[src/rtl/freq_meter_if.sv]
// freq_meter_if: signal bundle between the test-signal source/control side
// (master) and the frequency meter (slave).
//   sigin   : signal under test, asynchronous to sysclk
//   en      : measurement enable
//   mode    : 0 = gate (edge count), 1 = period (sysclk cycles per period)
//   result  : last completed measurement
//   valid   : one-cycle strobe, result/ovf/timeout change in that cycle
//   ovf     : gate-mode edge count saturated in the reported window
//   timeout : period mode saw no edge for the timeout limit
//   busy    : meter is measuring (not idle)
// CNT_W must match the CNT_W of the freq_meter instance it connects to.
interface freq_meter_if #(
  parameter int CNT_W = 32
);
  logic             sigin;
  logic             en;
  logic             mode;
  logic [CNT_W-1:0] result;
  logic             valid;
  logic             ovf;
  logic             timeout;
  logic             busy;

  modport master (
    output sigin, en, mode,
    input  result, valid, ovf, timeout, busy
  );

  modport slave (
    input  sigin, en, mode,
    output result, valid, ovf, timeout, busy
  );
endinterface

[src/rtl/freq_meter.sv]
// freq_meter: measures a square wave in one of two runtime-selected modes.
//   gate mode   : rising edges counted over back-to-back GATE_CYCLES windows
//   period mode : sysclk cycles between consecutive rising edges
// Ports:
//   sysclk : system clock
//   rst    : asynchronous active-low reset
//   bus    : freq_meter_if slave (sigin/en/mode in; result/valid/ovf/timeout/busy out)
// A one-cycle valid accompanies every completed measurement; result, ovf and
// timeout hold their last value otherwise.
module freq_meter #(
  parameter int CNT_W          = 32,
  parameter int GATE_CYCLES    = 100000000,
  parameter int TIMEOUT_CYCLES = 200000000
) (
  input  logic        sysclk,
  input  logic        rst,
  freq_meter_if.slave bus
);

  localparam int GW = (GATE_CYCLES > 1) ? $clog2(GATE_CYCLES) : 1;
  // Period/wait counters must reach TIMEOUT_CYCLES itself.
  localparam int TW = $clog2(TIMEOUT_CYCLES + 1);

  localparam logic [GW-1:0]    GATE_LAST = GW'(GATE_CYCLES - 1);
  localparam logic [TW-1:0]    WAIT_LAST = TW'(TIMEOUT_CYCLES - 1);
  localparam logic [TW-1:0]    PER_LIMIT = TW'(TIMEOUT_CYCLES);
  localparam logic [CNT_W-1:0] CNT_MAX   = '1;

  typedef enum logic [1:0] {IDLE, GATE, WAIT_EDGE, PERIOD} state_t;

  state_t           state, state_d;
  logic [2:0]       sync_q;      // [0]=s1, [1]=s2, [2]=s3 (edge delay)
  logic             sig_edge;
  logic             mode_q;
  logic             restart;
  logic [GW-1:0]    gate_cnt;
  logic [CNT_W-1:0] edge_cnt, edge_cnt_nx;
  logic             sat, sat_hit;
  logic [TW-1:0]    wait_cnt, per_cnt;
  logic             per_to;
  logic [CNT_W-1:0] result_q;
  logic             valid_q, ovf_q, timeout_q;

  // Synchronizer plus delay flop; s3 resets low so a high input at reset
  // release still produces exactly one edge.
  always_ff @(posedge sysclk or negedge rst) begin
    if (!rst) sync_q <= '0;
    else      sync_q <= {sync_q[1:0], bus.sigin};
  end

  assign sig_edge = sync_q[1] & ~sync_q[2];

  always_ff @(posedge sysclk or negedge rst) begin
    if (!rst) mode_q <= 1'b0;
    else      mode_q <= bus.mode;
  end

  // A mode change or dropped enable aborts whatever is in flight, even a
  // measurement completing in the same cycle.
  assign restart = ~bus.en | (bus.mode != mode_q);

  // Saturating edge accumulator for gate mode.
  always_comb begin
    sat_hit     = sig_edge && (edge_cnt == CNT_MAX);
    edge_cnt_nx = edge_cnt;
    if (sig_edge && !sat_hit) edge_cnt_nx = edge_cnt + CNT_W'(1);
  end

  assign per_to = (per_cnt == PER_LIMIT) && !sig_edge;

  always_ff @(posedge sysclk or negedge rst) begin
    if (!rst) state <= IDLE;
    else      state <= state_d;
  end

  always_comb begin
    state_d = state;
    if (restart) begin
      state_d = IDLE;
    end else begin
      case (state)
        IDLE:      state_d = mode_q ? WAIT_EDGE : GATE;
        GATE:      state_d = GATE;
        WAIT_EDGE: if (sig_edge) state_d = PERIOD;
        PERIOD:    if (per_to)   state_d = WAIT_EDGE;
        default:   state_d = IDLE;
      endcase
    end
  end

  always_ff @(posedge sysclk or negedge rst) begin
    if (!rst) begin
      gate_cnt  <= '0;
      edge_cnt  <= '0;
      sat       <= 1'b0;
      wait_cnt  <= '0;
      per_cnt   <= '0;
      result_q  <= '0;
      valid_q   <= 1'b0;
      ovf_q     <= 1'b0;
      timeout_q <= 1'b0;
    end else begin
      valid_q <= 1'b0;
      if (restart || state == IDLE) begin
        gate_cnt <= '0;
        edge_cnt <= '0;
        sat      <= 1'b0;
        wait_cnt <= '0;
        per_cnt  <= '0;
      end else begin
        case (state)
          GATE: begin
            // Last window cycle still counts its own edge; the next window
            // starts on the following cycle with no gap.
            if (gate_cnt == GATE_LAST) begin
              result_q  <= edge_cnt_nx;
              ovf_q     <= sat | sat_hit;
              timeout_q <= 1'b0;
              valid_q   <= 1'b1;
              gate_cnt  <= '0;
              edge_cnt  <= '0;
              sat       <= 1'b0;
            end else begin
              gate_cnt <= gate_cnt + GW'(1);
              edge_cnt <= edge_cnt_nx;
              sat      <= sat | sat_hit;
            end
          end
          WAIT_EDGE: begin
            if (sig_edge) begin
              per_cnt  <= TW'(1);
              wait_cnt <= '0;
            end else if (wait_cnt == WAIT_LAST) begin
              result_q  <= '0;
              ovf_q     <= 1'b0;
              timeout_q <= 1'b1;
              valid_q   <= 1'b1;
              wait_cnt  <= '0;
            end else begin
              wait_cnt <= wait_cnt + TW'(1);
            end
          end
          PERIOD: begin
            // per_cnt equals cycles since the previous edge, so the value
            // seen on an edge is the input period exactly.
            if (sig_edge) begin
              result_q  <= CNT_W'(per_cnt);
              ovf_q     <= 1'b0;
              timeout_q <= 1'b0;
              valid_q   <= 1'b1;
              per_cnt   <= TW'(1);
            end else if (per_cnt == PER_LIMIT) begin
              result_q  <= '0;
              ovf_q     <= 1'b0;
              timeout_q <= 1'b1;
              valid_q   <= 1'b1;
              per_cnt   <= '0;
              wait_cnt  <= '0;
            end else begin
              per_cnt <= per_cnt + TW'(1);
            end
          end
          default: ;
        endcase
      end
    end
  end

  assign bus.result  = result_q;
  assign bus.valid   = valid_q;
  assign bus.ovf     = ovf_q;
  assign bus.timeout = timeout_q;
  assign bus.busy    = (state != IDLE);

endmodule

[src/flat_wrapper.sv]
// flat-port wrapper written by rule: the top's interface ports become plain ports
module freq_meter_flat 
#(
  parameter int CNT_W          = 32,
  parameter int GATE_CYCLES    = 100000000,
  parameter int TIMEOUT_CYCLES = 200000000
)
  (sysclk, rst, bus_sigin, bus_en, bus_mode, bus_result, bus_valid, bus_ovf, bus_timeout, bus_busy);
  freq_meter_if #(.CNT_W(CNT_W)) bus_i ();
  input  logic sysclk;
  input  logic rst;
  input wire logic [$bits(bus_i.sigin)-1:0] bus_sigin;
  input wire logic [$bits(bus_i.en)-1:0] bus_en;
  input wire logic [$bits(bus_i.mode)-1:0] bus_mode;
  output wire logic [$bits(bus_i.result)-1:0] bus_result;
  output wire logic [$bits(bus_i.valid)-1:0] bus_valid;
  output wire logic [$bits(bus_i.ovf)-1:0] bus_ovf;
  output wire logic [$bits(bus_i.timeout)-1:0] bus_timeout;
  output wire logic [$bits(bus_i.busy)-1:0] bus_busy;
  assign bus_i.sigin = bus_sigin;
  assign bus_i.en = bus_en;
  assign bus_i.mode = bus_mode;
  assign bus_result = bus_i.result;
  assign bus_valid = bus_i.valid;
  assign bus_ovf = bus_i.ovf;
  assign bus_timeout = bus_i.timeout;
  assign bus_busy = bus_i.busy;
  freq_meter #(.CNT_W(CNT_W), .GATE_CYCLES(GATE_CYCLES), .TIMEOUT_CYCLES(TIMEOUT_CYCLES)) u_core (.sysclk(sysclk), .rst(rst), .bus(bus_i));
endmodule
[config.mk]
export PLATFORM = sky130hd
export DESIGN_NAME = freq_meter_flat
export DESIGN_NICKNAME = d
export VERILOG_FILES = /design/src/rtl/freq_meter_if.sv /design/src/rtl/freq_meter.sv /design/src/flat_wrapper.sv
export SDC_FILE = /design/constraint.sdc
export NUM_CORES = 1
export LEC_CHECK = 0
export ABC_AREA = 1
export CAP_MARGIN = 0
export CORE_MARGIN = 1.5
export CORE_UTILIZATION = 55
export DETAILED_ROUTE_END_ITERATION = 7
export PLACE_DENSITY = 0.8
export SYNTH_ARGS = -nofsm -noshare
export SYNTH_HDL_FRONTEND = slang
export SYNTH_SLANG_ARGS = --single-unit
export TNS_END_PERCENT = 1
[constraint.sdc]
create_clock -name sysclk -period 2.15 [get_ports sysclk]
set_clock_uncertainty 0.2 [all_clocks]
set_input_delay 0.3225 -clock sysclk [delete_from_list [all_inputs] [get_ports sysclk]]
set_output_delay 0.3225 -clock sysclk [all_outputs]
set_load 0.05 [all_outputs]
==> results of run 1 <==
## flip-flops by register name, summed over array words and instances (netlist names)
register and flops:
u_core.bus.timeout 1, u_core.state 2, u_core.per_cnt 28, u_core.bus.ovf 1, u_core.wait_cnt 28, u_core.bus.valid 1, u_core.bus.result 32, u_core.edge_cnt 32
u_core.mode_q 1, u_core.gate_cnt 27, u_core.sync_q 3, u_core.sat 1
## cell usage after synthesis, types with 4 or more instances
cell type	n	area share, %
clkbuf_1	16	0.59
buf_2	19	0.93
o22ai_1	15	0.91
buf_6	7	0.77
o21ai_1	5	0.24
nand2_2	7	0.43
nand4_1	43	2.6
o21ai_0	71	3.5
nor2_1	187	6.8
a21oi_1	13	0.63
nand2_1	498	18
dfrtp_1	157	38
inv_2	7	0.26
o21bai_1	6	0.44
nand3_2	7	0.68
inv_1	153	5.6
nor2_2	13	0.79
nor2_4	5	0.55
nor3_1	45	2.2
nand3_1	174	8.5
xor2_1	33	2.8
ha_1	9	1.1
a31oi_1	4	0.24
## power by group through the flow
stage | logic [W] | registers (W) | clock network (W)
after CTS | 0.000649 | 0.00302 | 0.00299
after global routing | 0.000742 | 0.00303 | 0.00311
after detailed placement | 0.000664 | 0.00308 | 0
after floorplan | 0.000251 | 0.00319 | 0
final | 0.000691 | 0.00303 | 0.00298
after global placement | 0.000653 | 0.00308 | 0
## cell type report
type                    instances  area (um2)
clock buffers                  17         425
clock inverters                15         139
fillers                      1420        5240
inverters                     161         619
multi-input cells            1160        5750
flip-flops and latches        157        3930
well taps                     229         287
repair buffers                184        1760
## kinds of logic (layout without fill, tap and decap cells)
kind of cell,Yosys count,count (layout)
DFF,157,157
AOI/OAI and AO/OA,121,121
and+or+nand+nor,994,994
buffers and inverters,212,377
adders and majority gates,9,9
xor gates and xnor gates,36,36
## per-layer routing
layer  vias up  GRT usage [%]  routed length (um)  part of all wire, %
met5         -              0                   0                    0
met4         0           10.5                1030                  3.3
met3       108           6.50                2320                  7.5
met2       522           49.8               14600                   47
met1      5211           41.6               13100                   42
li1       5220              -                   -                    -
## timing repair
item	CTS	global route
setup buffers	0	6
endpoints found under the hold margin	50	0
hold buffers	1	0
resized for setup	16	111
endpoints found under the setup margin	34	120
pin swaps	0	17
cloned	0	6
## worst max-delay path by stage
stage | startpoint | to | cells past startpoint
after floorplan | u_core.state[0]$_DFFE_PN0P_ | u_core.per_cnt[26]$_DFFE_PN0P_ | 10
after global placement | bus_mode | u_core.per_cnt[3]$_DFFE_PN0P_ | 10
after detailed placement | bus_mode | u_core.gate_cnt[24]$_DFFE_PN0P_ | 11
after CTS | u_core.bus.result[25]$_DFFE_PN0P_ | bus_result[25] | 1
after global routing | u_core.state[0]$_DFFE_PN0P_ | u_core.edge_cnt[13]$_DFFE_PN0P_ | 11
final | u_core.bus.valid$_DFF_PN0_ | bus_valid | 1
## per-stage QoR
step | util (%) | setup TNS [ps] | hold WS [ps] | total power (W)
after CTS | 67.9 | 0 | 103 | 0.00666
after floorplan | - | 0 | -173 | 0.00344
after global placement | 64.8 | -17570 | 136 | 0.00373
after global routing | 71.2 | -2010 | 104 | 0.00689
final | 71.2 | 0 | 113 | 0.00670
after detailed placement | 64.8 | -27600 | 144 | 0.00374
==> flow_summary_export.csv, run 1 <==
group,metric,value,unit
run_status,outcome,"finished with violations",
run_status,violations,"DRC",
die,die_h,140,um
synthesis,syn_area,10300,um2
final_layout,layout_common_cells,"nand2_1, nor2_1, nand3_1",
synthesis,avgSynthCellArea,6.71,um2
synthesis,synth_nets,1543,
synthesis,async_flop_share,100,%
clock_network,cts_num_sinks,157,
synthesis,yosys.area_share.simple,42.0,%
synthesis,synth-warning-count,0,
synthesis,synth_cell_types,45,
drt,drtAntennaViolNets,0,
drt,vias_per_cell,5.75,
placement,port_buffers,40,
power,p_seq_share,45.2,%
synthesis,synth_top_family_by_area,"simple AND/OR/NAND/NOR gates",
drt,dr.pass1.iters,8,
setup_path,path_max_fanout,1,
final_layout,antennaDiodeCount,0,
setup_path,max_stage_delay,800,ps
drt,drt-initial-drc-count,1245,
placement,pre_cts_slack,-295,ps
global_routing,track_usage,30.9,%
clock_network,cts_root_buf,"clkbuf_16",
synthesis,synth_flop_cell,"dfrtp_1",
power,ir_drop,0.000563,V
power,leakagePower,6.22,nW
setup_path,r2r_start,"u_core.state[1]$_DFFE_PN0P_",
clock_network,cts_tree,"built",
drt,drcViolationCount,1,
power,clkPwrFrac,44.5,%
synthesis,synth_compound_area_share,6.52,%
setup_path,rrSetupSlack,40,ps
sta,rsz0062_at_grt,"yes",
die,num_rows,49,
min_path,min_from,"bus_sigin",
final_layout,area_delta_synth_final,25.9,%
sta,fmax,474,MHz
final_layout,final_common_cell,"nand2_1",
die,core,18100,um2
clock_network,htreeDepth,4,
sta,hold_violations,0,
final_layout,nets,1695,
power,p_int,0.00475,W
sta,period_needed,2110,ps
global_routing,grt_max_degree,56,
sta,worstMarginPinSlew,604,ps
setup_path,crit_family,"buffers and inverters",
run,cap_violations,0,
setup_path,rr_worst_depth,11,
power,power.share.switching,29.0,%
die,io_pins,41,
sta,timing.final.crit_share,98.2,%
clock_network,clockBufferDepth,2,
placement,place_inst,1878,
sta,slew_headroom,59.8,%
clock_network,clk_latency,440,ps
global_routing,grt-ovfl-total,0,
min_path,min_path_cells,1,
clock_network,clkTransAtPathRegs,70,ps
setup_path,cp_cell_sequence,"clkdlybuf4s50_1",
synthesis,synth_fa_ha_area_share,1.10,%
setup_path,rr_endpoint,"u_core.edge_cnt[4]$_DFFE_PN0P_",
global_routing,grt_pass1_wl,48.8,mm
setup_path,required,1630,ps
die,start_util,56.5,%
setup_path,crit_path_start_kind,"flop",
final_layout,fin_cells,1923,
drt,routedWlPerCell,16.1,um
setup_path,cp-end-kind,"output port",
sta,timing.final.ws_setup,38.1,ps
final_layout,drive_gt1_share,17.2,%
die,die_width,140,um
min_path,worstHoldEndpoint,"u_core.sync_q[0]$_DFF_PN0_",
setup_path,cp.arrival,1590,ps
sta,maxSlewViolCount,0,
placement,place_hpwl,21.4,mm
placement,placedInstanceArea,11800,um2
die,dieArea,19500,um2
global_routing,grt_pass1_vias,10302,
sta,setup_viol,0,
drt,wl,31.0,mm
power,p_comb_share,10.3,%
synthesis,synth_edf_count,0,
power,p_per_area,519,nW/um2
drt,vias,11061,
synthesis,synthCells,1529,
synthesis,synthMuxAreaShare,0,%
placement,gp_congestion,0.966,
min_path,hold_class,"in2reg",
setup_path,cp_num_buf_inv,1,
setup_path,cp_slowest_cell,"clkdlybuf4s50_1",
synthesis,synth_xor_area_share,3.07,%
synthesis,yosysSeqAreaShare,38.3,%
power,power.switching,0.00194,W
global_routing,antenna_found_initial,0,
clock_network,cts-buffers-inserted,17,
final_layout,stdcell_area,12900,um2
synthesis,ys_seq_elements,157,
setup_path,worstSetupPathType,"reg2out",
Note: power is estimated with default switching activity, not from simulation.
==> run 2: changes to the inputs <==
Settings changed: CORE_MARGIN 1.5 to unset, SKIP_CTS_REPAIR_TIMING set to 1.
==> run 2 against run 1 <==
  * The run ends with DRC, setup timing left
  * Die area down 1.4%
  * Final cell count about the same
  * Highest routed layer unchanged
  * Global-route usage up 1.1 points
  * Register-to-register slack worse by 30 ps
  * Utilization down 0.90 points
==> flow_summary_export.csv, run 2 (same netlist as run 1, synthesis figures left out) <==
group,metric,value,unit
clock_network,cts-buffers-inserted,17,
die,die_h,139,um
clock_network,cts_root_buf,"clkbuf_16",
setup_path,crit_family,"buffers and inverters",
setup_path,crit_start,"u_core.bus.result[26]$_DFFE_PN0P_",
clock_network,clockBufferDepth,2,
setup_path,cp.depth,1,
run_status,outcome,"finished with violations",
power,ir_drop,0.000578,V
final_layout,area_delta_synth_final,24.3,%
setup_path,cp.arrival,1660,ps
placement,place_inst,1871,
setup_path,max_stage_delay,820,ps
run_status,violations,"DRC, setup timing",
drt,vias,10870,
sta,timing.final.crit_share,101,%
sta,maxSlewViolCount,0,
die,core,18100,um2
global_routing,grt-ovfl-total,0,
setup_path,cp_cell_sequence,"clkdlybuf4s50_1",
setup_path,rrSetupSlack,10,ps
drt,wl,30.5,mm
final_layout,drive_gt1_share,16.5,%
placement,port_buffers,40,
power,leakagePower,6.03,nW
sta,slew_headroom,64.0,%
drt,dr.pass1.iters,8,
drt,drt-initial-drc-count,1008,
clock_network,cts_num_sinks,157,
placement,pre_cts_slack,-269,ps
sta,fmax,459,MHz
sta,setup_viol,5,
die,dieArea,19200,um2
clock_network,clk_latency,440,ps
sta,worstMarginPinSlew,539,ps
sta,period_needed,2180,ps
final_layout,antennaDiodeCount,0,
min_path,hold_class,"in2async",
die,start_util,56.5,%
setup_path,cp-endpoint,"bus_result[26]",
drt,vias_per_cell,5.65,
setup_path,path_max_fanout,2,
final_layout,final_common_cell,"nand2_1",
placement,gp_congestion,0.926,
drt,routedWlPerCell,15.8,um
setup_path,crit_path_start_kind,"flop",
sta,rsz0062_at_grt,"yes",
setup_path,required,1630,ps
drt,drtAntennaViolNets,0,
final_layout,fin_cells,1924,
clock_network,clkTransAtPathRegs,70,ps
global_routing,grt_pass1_vias,10189,
sta,hold_violations,0,
clock_network,cts_tree,"built",
setup_path,r2r_start,"u_core.state[1]$_DFFE_PN0P_",
drt,drcViolationCount,2,
global_routing,grt_max_degree,62,
setup_path,rr_worst_depth,9,
setup_path,worstSetupPathType,"reg2out",
setup_path,cp_num_buf_inv,1,
power,total_power,0.00694,W
global_routing,antenna_found_initial,1,
power,p_per_area,545,nW/um2
sta,timing.final.ws_setup,-29.8,ps
global_routing,grt_pass1_wl,49.4,mm
final_layout,nets,1696,
setup_path,cp_slowest_cell,"clkdlybuf4s50_1",
die,die_width,139,um
clock_network,htreeDepth,4,
placement,place_hpwl,21.8,mm
die,io_pins,41,
setup_path,cp-end-kind,"output port",
final_layout,layout_common_cells,"nand2_1, nor2_1, nand3_1",
run,cap_violations,0,
global_routing,track_usage,32.0,%
die,num_rows,49,
setup_path,rr_endpoint,"u_core.per_cnt[3]$_DFFE_PN0P_",
## run 2: area by class of cell
type,instances,area (um2)
Timing Repair Buffer,184,1670
Timing Repair inverter,1,7.51
Clock buffer,19,453
Tap cell,229,287
Sequential cell,157,3930
Fill cell,1477,5400
Clock inverter,13,164
Inverter,161,623
Multi-Input combinational cell,1160,5610
## run 2: stage by stage
stage,hold WS (ps),TNS (ps),cell area (um2),util [%]
6_report,93.9,-90.4,12700,70.2
5_1_grt,103,-4970,12700,70.2
4_1_cts,-478,-293,12300,67.7
3_5_place_dp,-10.8,-24970,11700,64.3
3_3_place_gp,-9.77,-18370,11700,64.3
2_1_floorplan,-173,0,10300,-
## run 2: worst min-delay path by stage
| stage | cells after the start | endpoint | slack, ps |
|---|---|---|---|
| global placement | 1 | u_core.wait_cnt[19]$_DFFE_PN0P_ | -10 |
| finish | 2 | u_core.wait_cnt[19]$_DFFE_PN0P_ | 90 |
| detailed placement | 1 | u_core.wait_cnt[19]$_DFFE_PN0P_ | -10 |
| floorplan | 0 | u_core.bus.ovf$_DFFE_PN0P_ | -170 |
| CTS | 1 | u_core.wait_cnt[19]$_DFFE_PN0P_ | -480 |
| global route | 2 | u_core.wait_cnt[19]$_DFFE_PN0P_ | 100 |
## run 2: power breakdown
group	switching, W	internal [W]
clock network	0.00132	0.00189
registers	0.0000293	0.00299
logic	0.000473	0.000234
## run 2: metal layers
layer	vias to the layer above	part of all wire (%)	track usage [%]
li1	5215	-	-
met1	5150	44	43.7
met2	442	47	51.3
met3	63	7.5	5.42
met4	0	2.1	11.6
met5	-	0	0
